===== src/rtl/wb_port_scheduler.sv =====
// Register-file write-port scheduler: arbitrates pipeline writeback against buffered MDU results.
// Optional: define WB_BUSY_MASK_EN to add the registered mdu_busy_mask output.
module wb_port_scheduler #(
  parameter int XLEN       = 32,
  parameter int DEPTH      = 2,
  parameter int STARVE_MAX = 4
) (
  input  logic                   clk,
  input  logic                   rst,
  input  logic                   pipe_valid,
  input  logic [4:0]             pipe_rd,
  input  logic [1:0]             pipe_sel_dm,
  input  logic [XLEN-1:0]        alu_out,
  input  logic [XLEN-1:0]        data_memory_output,
  input  logic [XLEN-1:0]        pc_next_mem,
  output logic                   stall_wb,
  input  logic                   mdu_valid,
  output logic                   mdu_ready,
  input  logic [4:0]             mdu_rd,
  input  logic [XLEN-1:0]        mdu_result,
  output logic                   rf_we,
  output logic [4:0]             rf_waddr,
  output logic [XLEN-1:0]        rf_wdata,
  output logic [$clog2(DEPTH):0] buf_count
`ifdef WB_BUSY_MASK_EN
  ,
  output logic [31:0]            mdu_busy_mask
`endif
);

  localparam int AW = $clog2(DEPTH);
  localparam int CW = AW + 1;
  localparam int SW = $clog2(STARVE_MAX + 1);
  localparam logic [CW-1:0] DEPTH_C      = CW'(DEPTH);
  localparam logic [SW-1:0] STARVE_MAX_C = SW'(STARVE_MAX);

  // Result buffer storage and control state
  logic [4:0]       ent_rd_q   [DEPTH];
  logic [XLEN-1:0]  ent_data_q [DEPTH];
  logic [DEPTH-1:0] ent_live_q, ent_live_d;
  logic [AW-1:0]    wr_ptr_q, wr_ptr_d;
  logic [AW-1:0]    rd_ptr_q, rd_ptr_d;
  logic [CW-1:0]    count_q, count_d;
  logic [SW-1:0]    starve_q, starve_d;

  logic             rf_we_q, rf_we_d;
  logic [4:0]       rf_waddr_q, rf_waddr_d;
  logic [XLEN-1:0]  rf_wdata_q, rf_wdata_d;

  logic             pipe_req;
  logic             buf_empty;
  logic             head_live;
  logic             buf_grant;
  logic             pipe_grant;
  logic             pop;
  logic             accept;
  logic             bypass;
  logic             push;
  logic [XLEN-1:0]  pipe_wdata;

  always_comb begin
    case (pipe_sel_dm)
      2'b01:   pipe_wdata = data_memory_output;
      2'b10:   pipe_wdata = pc_next_mem;
      default: pipe_wdata = alu_out;
    endcase
  end

  assign pipe_req  = pipe_valid && (pipe_rd != 5'd0);
  assign buf_empty = (count_q == '0);
  assign head_live = ent_live_q[rd_ptr_q];
  assign mdu_ready = (count_q < DEPTH_C);
  assign accept    = mdu_valid && mdu_ready;

  // A dead head drains on its own and never competes for the write slot.
  assign buf_grant  = !buf_empty && head_live && ((starve_q == STARVE_MAX_C) || !pipe_req);
  assign pipe_grant = pipe_req && !buf_grant;
  assign pop        = !buf_empty && (buf_grant || !head_live);
  assign bypass     = buf_empty && !pipe_req && accept && (mdu_rd != 5'd0);
  assign push       = accept && (mdu_rd != 5'd0) && !bypass;
  assign stall_wb   = pipe_req && buf_grant;

  // NOTE: every always_comb output gets a default first so no path leaves it unassigned (no latch).
  always_comb begin
    ent_live_d = ent_live_q;
    wr_ptr_d   = wr_ptr_q;
    rd_ptr_d   = rd_ptr_q;
    count_d    = count_q + CW'(push) - CW'(pop);

    // WAW kill first; a same-cycle push below re-marks its slot live.
    for (int i = 0; i < DEPTH; i++) begin
      if (pipe_grant && ent_live_q[i] && (ent_rd_q[i] == pipe_rd)) ent_live_d[i] = 1'b0;
    end
    if (pop) begin
      ent_live_d[rd_ptr_q] = 1'b0;
      rd_ptr_d             = rd_ptr_q + AW'(1);
    end
    if (push) begin
      ent_live_d[wr_ptr_q] = 1'b1;
      wr_ptr_d             = wr_ptr_q + AW'(1);
    end
  end

  always_comb begin
    starve_d = starve_q;
    if (buf_empty || pop) starve_d = '0;
    else if (pipe_grant && (starve_q != STARVE_MAX_C)) starve_d = starve_q + SW'(1);
  end

  always_comb begin
    rf_we_d    = 1'b0;
    rf_waddr_d = rf_waddr_q;
    rf_wdata_d = rf_wdata_q;
    if (buf_grant) begin
      rf_we_d    = 1'b1;
      rf_waddr_d = ent_rd_q[rd_ptr_q];
      rf_wdata_d = ent_data_q[rd_ptr_q];
    end else if (pipe_grant) begin
      rf_we_d    = 1'b1;
      rf_waddr_d = pipe_rd;
      rf_wdata_d = pipe_wdata;
    end else if (bypass) begin
      rf_we_d    = 1'b1;
      rf_waddr_d = mdu_rd;
      rf_wdata_d = mdu_result;
    end
  end

  // NOTE: sequential blocks use non-blocking assignments so every register samples pre-edge values.
  always_ff @(posedge clk) begin
    if (rst) begin
      ent_live_q <= '0;
      wr_ptr_q   <= '0;
      rd_ptr_q   <= '0;
      count_q    <= '0;
      starve_q   <= '0;
      rf_we_q    <= 1'b0;
      rf_waddr_q <= '0;
      rf_wdata_q <= '0;
    end else begin
      ent_live_q <= ent_live_d;
      wr_ptr_q   <= wr_ptr_d;
      rd_ptr_q   <= rd_ptr_d;
      count_q    <= count_d;
      starve_q   <= starve_d;
      rf_we_q    <= rf_we_d;
      rf_waddr_q <= rf_waddr_d;
      rf_wdata_q <= rf_wdata_d;
    end
  end

  // NOTE: entry payloads are not reset; the live bits and count already mark them empty.
  always_ff @(posedge clk) begin
    if (push) begin
      ent_rd_q[wr_ptr_q]   <= mdu_rd;
      ent_data_q[wr_ptr_q] <= mdu_result;
    end
  end

  assign rf_we     = rf_we_q;
  assign rf_waddr  = rf_waddr_q;
  assign rf_wdata  = rf_wdata_q;
  assign buf_count = count_q;

`ifdef WB_BUSY_MASK_EN
  logic [31:0] busy_mask_q, busy_mask_d;
  logic [4:0]  rd_next;

  // Built from next-state contents so the registered mask matches the buffer as it stands.
  always_comb begin
    busy_mask_d = '0;
    rd_next     = '0;
    for (int i = 0; i < DEPTH; i++) begin
      rd_next = (push && (wr_ptr_q == AW'(i))) ? mdu_rd : ent_rd_q[i];
      if (ent_live_d[i]) busy_mask_d[rd_next] = 1'b1;
    end
    busy_mask_d[0] = 1'b0;
  end

  always_ff @(posedge clk) begin
    if (rst) busy_mask_q <= '0;
    else     busy_mask_q <= busy_mask_d;
  end

  assign mdu_busy_mask = busy_mask_q;
`endif

endmodule


===== config.mk =====
export PLATFORM = sky130hd
export DESIGN_NAME = wb_port_scheduler
export DESIGN_NICKNAME = d
export VERILOG_FILES = /design/src/rtl/wb_port_scheduler.sv
export SDC_FILE = /design/constraint.sdc
export NUM_CORES = 1
export LEC_CHECK = 0
export ABC_AREA = 1
export CAP_MARGIN = 15
export CORE_ASPECT_RATIO = 0.7
export CORE_UTILIZATION = 50
export DETAILED_ROUTE_END_ITERATION = 10
export PLACE_DENSITY = 0.82
export SLEW_MARGIN = 20
export SYNTH_ARGS = -nofsm -noshare
export SYNTH_HDL_FRONTEND = slang
export SYNTH_SLANG_ARGS = --single-unit

===== constraint.sdc =====
create_clock -name clk -period 6.44 [get_ports clk]
set_input_delay 1.61 -clock clk [delete_from_list [all_inputs] [get_ports clk]]
set_output_delay 1.61 -clock clk [all_outputs]
set_load 0.05 [all_outputs]

Word-level counts from Yosys, hierarchy flattened
Memories as Yosys holds them, arrays and structs flattened. A register that Yosys moved wholly into a read port is not among the register bits.
Index checks and enable logic that the tools add are counted.
Operators by class
  add/subtract/negate cells: 5
  magnitude comparators: 5
  eq/ne operators: 6
  mux-type cells: 26
  bitwise operators: 3
  reduce and logical (&&, ||, !) cells: 32
Operator list (count)
  two-way mux 32 bit: 3
  case mux 32 bit (2 select lines): 1
  logical AND 1 bit: 19
  two-way mux 1 bit: 15
  two-way mux 5 bit: 3
  == test 5 bit: 2
  nonzero test 5 bit: 2
  logical NOT 1 bit: 5
  less-than comparator 1 x 2 -> 1 bit, second input constant: 2
  two-way mux 2 bit: 2
  adder 3 x 1 -> 3 bit, second input constant: 1
  == test 3 bit, second input constant: 1
  logical OR 1 bit: 3
  inequality test 3 bit, second input constant: 1
  nonzero test 3 bit: 1
  adder 1 bit, second input constant: 2
  adder 2 x 1 -> 2 bit: 1
  bitwise AND 2 bit: 1
  demux 1 bit (select 1 bit): 2
  == test 2 x 1 -> 1 bit, second input constant: 1
  == test 2 bit, second input constant: 1
  greater-or-equal comparator 1 bit, second input constant: 2
  logical NOT 2 bit: 1
  less-than comparator 2 bit, second input constant: 1
  4 further kinds: 4
Word-level totals
  bits in registers: 47
  bits in writable memories: 74
  input bits: 144
  output and inout port bits: 42
  word-level logic and storage cells: 87
  memories kept: 2
Memory list
  ent_data_q: words 2, bits a word 32, rd ports 1, clocked after memory_dff 1, write ports 1, RTL line 39  | logic [XLEN-1:0] ent_data_q [DEPTH];
  ent_rd_q: words 2, bits a word 5, rd ports 3, clocked after memory_dff 1, write ports 1, RTL line 38  | logic [4:0] ent_rd_q [DEPTH];

Longest topological paths before layout
  word-level depth: 14
  gate-level depth with buffers: 12

Worst setup path before layout
No wires, ideal clock.
  path kind: input to output
  from: input pipe_rd[2]
  to: output stall_wb
  arrival time: 2978 ps
  required time: 4830 ps
  path slack: 1852 ps
  stages on the path: 8
  path buffers: 1
  cell sequence: nor2_1 nand3_2 nand2_4 inv_2 nand2_2 nand2_2 buf_2 nor2_1
On the way
  word-level cells in the longest chain between the ends: 6
Ends and longest elaborated chain
  from (decl): RTL line 11  | input logic [4:0] pipe_rd,
  nonzero test 5 bit *: RTL line 69  | assign pipe_req = pipe_valid && (pipe_rd != 5'd0);
  logical AND 1 bit *: RTL line 69
  logical NOT 1 bit: RTL line 76  | assign buf_grant = !buf_empty && head_live && ((starve_q == STARVE_MAX_C) || !pipe_req);
  logical OR 1 bit: RTL line 76
  logical AND 1 bit: RTL line 76
  logical AND 1 bit *: RTL line 81  | assign stall_wb = pipe_req && buf_grant;
  to (decl): RTL line 16  | output logic stall_wb,
Every way passes the cells marked *; elsewhere a longest branch is shown, timed or not.

Worst setup path after layout
  from: input pipe_rd[0]
  to: output stall_wb
Same word-level chain as after synthesis.

==> flow_summary.ini <==
[route]
ant_nets = 0
drt-initial-drc-count = 355
totalWireLength_um = 18200
dr.pass1.iters = 5
via_per_inst = 5.24
dr_total_vias = 5894
route.detailed.drc = 0
wl_per_cell_um = 16.2

[synth]
ys.flop_type = edfxtp_1
synthesis.area_um2 = 6290
ys_ff_latch = 122
synth-warning-count = 0
synth_top_area_share_pct = 35.3
synth_edf_count = 74
syn_inst = 787
netlist_top_cells_area = edfxtp_1 35%, nand2_1 19%, dfxtp_1 15%
syn_nets = 937
yosysSeqAreaShare_pct = 50.6
synth-async-reset-ratio_pct = 0
syn_area_per_cell_um2 = 7.99
synth_top_cell_by_area = edfxtp_1
synth_cell_type_count = 31

[global_route]
grt_overflow = 0
grt_first_pass_wirelength_um = 28200
grt_max_degree = 40
grt_pass1_vias = 5638
grt_use_total_pct = 28.8
antenna_found_initial = 0

[power_and_ir_drop]
ir_drop_uv = 256
p_sw_mw = 1.01
clkPwrFrac_pct = 32.9
internal_power_mw = 1.88
powerDensity_nw_per_um2 = 331
p_leak_nw = 3.78
power_frac_seq_pct = 34.6
p_comb_share_pct = 32.5
p_sw_share_pct = 35.1

[cells_and_area]
nNetsFinal = 1105
area_growth_pct = 39.0
drive_gt1_share_pct = 5.89
most-common-layout-cells = 322 x nand2_1, 184 x clkdlybuf4s50_1, 81 x nand3_1
n_fill_cell = 922
antenna_cells = 0
final_common_cell = nand2_1

[cts]
cts_sinks = 122
root_buffer = clkbuf_16
post_cts_buffers = 0
h-tree-depth = 4
numCtsBuffers = 17
cts.path.max_buffers = 2
clkTransAtPathRegs_ns = 0.05
cts_tree = yes
clk_latency_ns = 0.42
cts_resized = 0
ctsHoldBuffers = 0

[timing]
finalMaxSlewViolations = 0
finClkSkew_ns = 0.00979
slew_headroom_pct = 37.0
fmax_mhz = 179
fin_crit_ns = 5.58
rsz0062_at_grt = no
worst_slack_ns = 0.856
tightest_slew_ns = 0.946
final_hold_viol_count = 0
fin_setup_tns_ns = 0
period_share_pct = 86.7
setup_viol = 0

[outcome]
status = finished clean

[die]
ioPinCount = 186
die_y_um = 95.8
rows = 33
initial_utilization_pct = 52.5
fp.dieW_um = 136
fp.coreArea_um2 = 12000
die_area_um2 = 13000

[critical_path]
r2r_cells = 7
critPathArrivalTime_ns = 3.97
r2r_start = buf_count[1]
start_kind = primary input
end_kind = primary output
cp_max_fo = 26
rr_endpoint = ent_live_q[0]
crit_required_ns = 4.83
path_class = in2out
regToRegSetupSlack_ns = 4.05

[worst_hold_path]
hp-class = reg2reg
hold_start = starve_q[0]
min_path_cells = 1
min_to = starve_q[0]

[placement]
post-dp-hpwl_um = 11900
gp_congestion = 0.851
pre_cts_ws_ns = 0.885
io_buffers = 185

[job]
maxCapViolCount = 0
-- cells by family (layout without fill, tap and decap cells) --
kind of cell / after synthesis / count (layout) / synth area share, %
buffers and inverters: 115 / 296 / 8.58
xor gates and xnor gates: 8 / 8 / 1.11
DFF: 122 / 122 / 50.6
adders and majority gates: 6 / 6 / 1.19
and+or+nand+nor: 449 / 449 / 30.7
AOI/OAI and AO/OA: 87 / 87 / 7.76
-- per-stage QoR --
step / power (mW) / area [um2] / std cells / utilization, % / hold slack (ns)
2_1_floorplan: 1.62 / 6290 / 787 / - / 0.417
3_3_place_gp: 1.93 / 8140 / 1093 / 68.0 / 0.427
3_5_place_dp: 1.94 / 8140 / 1093 / 68.0 / 0.435
4_1_cts: 2.90 / 8740 / 1125 / 73.0 / 0.446
5_1_grt: 3.02 / 8740 / 1125 / 73.0 / 0.454
6_report: 2.89 / 8740 / 1125 / 73.0 / 0.448
-- synth_stat cells, types with 3 or more instances --
master    instances
nand2_1         322
clkbuf_1         21
inv_2             3
inv_1            65
nand4_1          22
buf_6            11
dfxtp_1          48
nor2_1           10
xnor2_1           7
nor2_4            3
o21ai_0          44
a22o_1           10
buf_2             8
a21oi_1          31
ha_1              6
nand3_1          81
edfxtp_1         74
nand2_4           4
-- per-layer routing --
layer / share of wire [%] / up-vias / track usage [%]
li1: - / 2919 / -
met1: 42 / 2676 / 36.1
met2: 47 / 276 / 48.9
met3: 9.5 / 23 / 7.53
met4: 1.3 / 0 / 8.80
met5: 0 / - / 0
-- sequential cells by signal, summed over array words and instances (netlist names), named ones only --
name	count
ent_data_q	64
rf_wdata	32
ent_rd_q	10
rf_waddr	5
starve_q	3
buf_count	2
ent_live_q	2
rd_ptr_q	1
rf_we	1
wr_ptr_q	1
-- cell type report --
cell class	instances	area, um2	area share [%]
Timing Repair Buffer	192	1910	21.9
Inverter	72	279	3.19
Clock buffer	27	547	6.26
Multi-Input combinational cell	550	2570	29.4
Sequential cell	122	3180	36.4
Tap cell	157	196	2.25
Clock inverter	5	52.6	0.601
-- critical path: stages --
cell             delay, ns
clkdlybuf4s50_1       0.50
nor2_1                0.21
nand3_2               0.13
nand2_4               0.29
inv_2                 0.27
nand2_2               0.14
nand2_2               0.32
nor2_1                0.30
buf_12                0.17
-- worst max path at each step --
stage / start / endpoint / slack, ns / cells past startpoint
2_1_floorplan: pipe_rd[2] / stall_wb / 1.85 / 8
3_3_place_gp: pipe_rd[0] / stall_wb / 0.94 / 9
3_5_place_dp: pipe_rd[0] / stall_wb / 0.88 / 9
4_1_cts: pipe_rd[0] / stall_wb / 0.85 / 9
5_1_grt: pipe_rd[0] / stall_wb / 0.64 / 9
6_report: pipe_rd[0] / stall_wb / 0.86 / 9
-- power groups by stage --
stage / registers (mW) / clock network (mW) / logic, mW
global route: 1.01 / 0.992 / 1.02
detailed placement: 1.01 / 0 / 0.928
CTS: 1.00 / 0.955 / 0.942
floorplan: 1.18 / 0 / 0.446
finish: 1.00 / 0.952 / 0.939
global placement: 1.01 / 0 / 0.917
Power figures use the tool's default switching activity.
